$ cat src/rtl/lfsr_share_ctrl.sv
// Shared Galois LFSR word source: round-robin arbitration hands one fresh
// pseudo-random word per grant, with seed loading, zero-seed recovery and
// period tracking.
module lfsr_share_ctrl #(
    parameter int unsigned     DATA = 8,
    parameter logic [DATA-1:0] TAPS = 'hB8,
    parameter int unsigned     REQ  = 4,
    parameter logic [DATA-1:0] SEED = 'd1
) (
    input  logic            clk,
    input  logic            reset,
    input  logic            seed_load,
    input  logic [DATA-1:0] seed_data,
    input  logic [REQ-1:0]  req,
    output logic [REQ-1:0]  gnt,
    output logic [DATA-1:0] rdata,
    output logic            ready,
    output logic            period_done,
    output logic            lock_err
);

    localparam int unsigned PW = (REQ > 1) ? $clog2(REQ) : 1;
    // Last counter value before the wrap: 2^DATA - 2.
    localparam logic [DATA-1:0] CNT_LAST = {{(DATA-1){1'b1}}, 1'b0};

    typedef enum logic [1:0] {StInit, StServe, StSeed} state_e;

    state_e          state_q;
    logic [DATA-1:0] s_q;
    logic [DATA-1:0] cnt_q;
    logic [PW-1:0]   ptr_q;
    logic [REQ-1:0]  gnt_q;
    logic [DATA-1:0] rdata_q;
    logic            ready_q;
    logic            period_done_q;
    logic            lock_err_q;

    logic            arb_vld;
    logic [PW-1:0]   arb_idx;
    logic [PW-1:0]   cand;
    logic [PW-1:0]   ptr_next;
    logic [DATA-1:0] s_next;
    logic [REQ-1:0]  arb_onehot;

    // Round-robin search starting at the pointer; first set request wins.
    always_comb begin
        arb_vld = 1'b0;
        arb_idx = '0;
        cand    = '0;
        for (int unsigned i = 0; i < REQ; i++) begin
            cand = PW'((32'(ptr_q) + i) % REQ);
            if (!arb_vld && req[cand]) begin
                arb_vld = 1'b1;
                arb_idx = cand;
            end
        end
    end

    // Pointer successor, LFSR advance and grant vector for the winner.
    always_comb begin
        ptr_next   = (arb_idx == PW'(REQ - 1)) ? '0 : arb_idx + PW'(1);
        s_next     = (s_q >> 1) ^ (s_q[0] ? TAPS : '0);
        arb_onehot = REQ'(1) << arb_idx;
    end

    // Controller FSM with all outputs registered.
    always_ff @(posedge clk or negedge reset) begin
        if (!reset) begin
            state_q       <= StInit;
            s_q           <= SEED;
            cnt_q         <= '0;
            ptr_q         <= '0;
            gnt_q         <= '0;
            rdata_q       <= '0;
            ready_q       <= 1'b0;
            period_done_q <= 1'b0;
            lock_err_q    <= 1'b0;
        end else begin
            gnt_q         <= '0;
            period_done_q <= 1'b0;
            unique case (state_q)
                StInit: begin
                    state_q <= StServe;
                    ready_q <= 1'b1;
                end
                StServe: begin
                    if (seed_load) begin
                        // Seed load pre-empts arbitration; pointer is left alone.
                        state_q <= StSeed;
                        ready_q <= 1'b0;
                        cnt_q   <= '0;
                        if (seed_data == '0) begin
                            s_q        <= SEED;
                            lock_err_q <= 1'b1;
                        end else begin
                            s_q <= seed_data;
                        end
                    end else if (arb_vld) begin
                        gnt_q   <= arb_onehot;
                        rdata_q <= s_q;
                        s_q     <= s_next;
                        ptr_q   <= ptr_next;
                        if (cnt_q == CNT_LAST) begin
                            cnt_q         <= '0;
                            period_done_q <= 1'b1;
                        end else begin
                            cnt_q <= cnt_q + DATA'(1);
                        end
                    end
                end
                StSeed: begin
                    state_q <= StServe;
                    ready_q <= 1'b1;
                end
                default: begin
                    state_q <= StInit;
                    ready_q <= 1'b0;
                end
            endcase
        end
    end

    assign gnt         = gnt_q;
    assign rdata       = rdata_q;
    assign ready       = ready_q;
    assign period_done = period_done_q;
    assign lock_err    = lock_err_q;

endmodule

$ cat config.mk
export PLATFORM = sky130hd
export DESIGN_NAME = lfsr_share_ctrl
export DESIGN_NICKNAME = d
export VERILOG_FILES = /design/src/rtl/lfsr_share_ctrl.sv
export SDC_FILE = /design/constraint.sdc
export NUM_CORES = 1
export LEC_CHECK = 0
export ABC_AREA = 0
export BUFFER_PORTS_ARGS = -buffer_cell sky130_fd_sc_hd__buf_2
export CELL_PAD_IN_SITES_DETAIL_PLACEMENT = 0
export CELL_PAD_IN_SITES_GLOBAL_PLACEMENT = 1
export CORE_AREA = 2 2 76 56
export CTS_CLUSTER_DIAMETER = 80
export DETAILED_ROUTE_END_ITERATION = 10
export DIE_AREA = 0 0 78 58
export GPL_TIMING_DRIVEN = 0
export PLACE_DENSITY = 0.85
export SLEW_MARGIN = 15
export SYNTH_ARGS = -nofsm -noshare
export SYNTH_HDL_FRONTEND = slang
export SYNTH_SLANG_ARGS = --single-unit
$ cat constraint.sdc
create_clock -name clk -period 2.15 [get_ports clk]
set_input_delay 0.3225 -clock clk [delete_from_list [all_inputs] [get_ports clk]]
set_output_delay 0.3225 -clock clk [all_outputs]
set_load 0.02 [all_outputs]
==> out/qor.txt <==
CTS H-tree depth = 2
crit-path cells = inv_1, ha_1, and3_1, a211oi_2, nand2b_1, a31oi_1
Tmin final = 1.76 ns
global-route wire length before repair = 6070 um
type of origin of the critical path = register
Inst Count DP = 252
CP Class = reg2reg
CP arrival = 1.96 ns
worst-margin pin slew = 0.759 ns
share of post-route cells with drive strength above 1 = 24.5%
Initial Util = 43.9%
GPL Wtd Cong = 0.776
Crit path required time = 2.35 ns
area share of the largest cell type after synthesis = 49.4%
clock insertion delay at the later pin of the skew report = 0.29 ns
Yosys cell types = 42
crit path max fanout = 7
fmax = 568 MHz
number of max-cap violations = 0
Ys Warns = 0
fin crit share = 81.9%
cts bufs inserted = 5
Post-Synthesis Cell Area = 1670 sq um
HP Class = in2async
first drt pass iteration count = 4
# IOs = 30
WL per Instance = 13.3 um
final hold viol count = 0
synthesis-to-layout area growth = 18.8%
vias in the first global route = 1369
CP Capture Type = register
CTS clock-pin slew for the worst setup and hold paths = 0.07 ns
core area = 3800 sq um
max-slew violations = 0
Post-synth EDFFs = 0
total net switching power = 803 uW
ANT cells = 0
largest cells by area after synthesis = dfrtp_1 (49%), nand2_1 (8.8%), ha_1 (4.5%), o21ai_0 (3.6%), a21oi_1 (3.0%)
DRC violations left = 0
outcome = finished, final reports clean
CTS tree = yes
count leader, synth = nand2_1
TNS Setup = 0 ns
Gate power share = 31.3%
final setup vio count = 0
Avg Vias per Cell = 5.14
R2R setup slack = 0.39 ns
clk buf depth = 2
sequential cell area fraction in the yosys report = 51.0%
worst reg2reg startpoint = cnt_q[0]$_DFFE_PN0P_
Synth top cells by count = nand2_1 (39), dfrtp_1 (33), o21ai_0 (12)
Global Route Usage Sum = 17.6%
Die Ht = 58 um
Post-DRT Antenna Nets = 0
worst vdd ir = 0.514 mV
via count = 1336
register share of total power = 43.6%
HPWL after DPL = 2630 um
I/O Buffers = 28
final net count = 228
R2R Path End = cnt_q[2]$_DFFE_PN0P_
initial antenna violation count = 0
Pint = 1460 uW
cts hold-fix bufs = 0
Critical-path top delay cell = a211oi_2
syn_area_per_cell = 9.72 sq um
RSZ-0062 raised after global routing = no
switching share of power = 35.4%
die width = 78 um
DP Area = 1880 sq um
count of cells along the worst register-to-register path = 6
largest net degree at the start of global routing = 35
power share of the clock group = 25.1%
Sink Count = 34
post-CTS setup buffers = 0
slowest cell delay on critical path = 0.47 ns
Yosys reg bits = 34
leakage power = 0.000994 uW
Fin Clk Skew = 0.00459 ns
Yosys top cell by area = dfrtp_1
final std cells w/o fill = 260
Initial DRC Count = 83
root buffer cell = clkbuf_8
syn nets = 193
fraction of registers with async set/reset = 100%
# resized after CTS = 0
Site Rows = 19
post-layout instance area = 1990 sq um
total power = 2270 uW
total length of routed wires = 3460 um
grt ovf = 0
power density cells = 1140 nW/um^2
DIE AREA = 4520 sq um
Synth Instances = 172
prevailing post-synth register cell = dfrtp_1
Rel. slew slack = 49.4%
[power by group through the flow]
stage	clock, uW	combinational, uW	sequential, uW
floorplan	0	398	1070
global placement	0	688	981
detailed placement	0	714	998
CTS	582	718	988
global route	606	802	1020
finish	568	708	989
[worst max-delay path: cells and delay by family (launching register included)]
kind	cells	cell delay, ns
and+or+nand+nor	2	0.30
buffers and inverters	1	0.06
AOI/OAI and AO/OA	2	0.67
adders and majority gates	1	0.22
DFF	1	0.43
[registers in the layout, indices dropped and copies added, names as in the netlist]
signal / count
rdata: 8
cnt_q: 8
s_q: 8
ptr_q: 2
state_q: 2
lock_err: 1
period_done: 1
gnt: 4
[area by class of cell]
type                    count  area, sq um
plain buffers               7         45.0
clock buffers               5         68.8
clock inverters             3         40.0
fillers                   350         1820
inverters                   5         18.8
multi-input cells         126          756
flip-flops and latches     34          852
well taps                  52         65.1
repair buffers             28          140
[logic make-up (layout without fill, tap and decap cells)]
family,count (synthesis),count (layout),share of synthesized area (%)
AND/OR/NAND/NOR,71,71,20.4
AO/OA/AOI/OAI,39,39,14.5
flip-flops,34,34,51.0
buffers and inverters,12,48,3.82
adder cells (fa/ha/maj),6,6,4.49
multiplexers,6,6,3.67
XOR/XNOR,4,4,2.10
[placed cells by master (no fill, tap or decap), types with 2 or more instances in the layout]
cell and instances:
nor4_1 3, dfrtp_1 33, a31oi_1 3, a21oi_1 10
o21ai_1 2, o21a_1 2, nand3_1 3, nor2_1 7
clkbuf_8 5, nand2_1 39, nand2b_1 3, clkinv_2 2
xnor2_1 3, buf_4 2, o21ai_0 12, and2_1 5
inv_1 5, mux2i_1 5, buf_2 31, and3_1 3
ha_1 6
[how the worst max path moves through the flow]
stage / from / cells after the start / slack [ns] / to
final: cnt_q[0]$_DFFE_PN0P_ / 6 / 0.39 / cnt_q[2]$_DFFE_PN0P_
after global routing: cnt_q[0]$_DFFE_PN0P_ / 6 / 0.28 / cnt_q[2]$_DFFE_PN0P_
after CTS: cnt_q[0]$_DFFE_PN0P_ / 6 / 0.38 / cnt_q[2]$_DFFE_PN0P_
after detailed placement: req[0] / 6 / 0.33 / ptr_q[1]$_DFFE_PN0P_
after global placement: req[0] / 6 / 0.32 / ptr_q[1]$_DFFE_PN0P_
after floorplan: state_q[0]$_DFFE_PN0P_ / 3 / 0.63 / ptr_q[0]$_DFFE_PN0P_
[stage by stage]
step / setup slack (ns) / util [%] / hold slack, ns
6_report: 0.390 / 52.2 / 0.106
5_1_grt: 0.280 / 52.2 / 0.152
4_1_cts: 0.384 / 52.2 / 0.123
3_5_place_dp: 0.333 / 49.3 / 0.431
3_3_place_gp: 0.317 / 49.3 / 0.429
2_1_floorplan: 0.633 / - / 0.0269
[routing by layer]
layer  vias up  GRT usage (%)  part of all wire [%]
met2        25           29.4                    48
met4         0           7.52                   1.4
met1       647           21.8                    46
li1        659              -                     -
met5         -              0                     0
met3         5           4.98                   4.6
No activity file was read; power rests on OpenSTA's default activity.
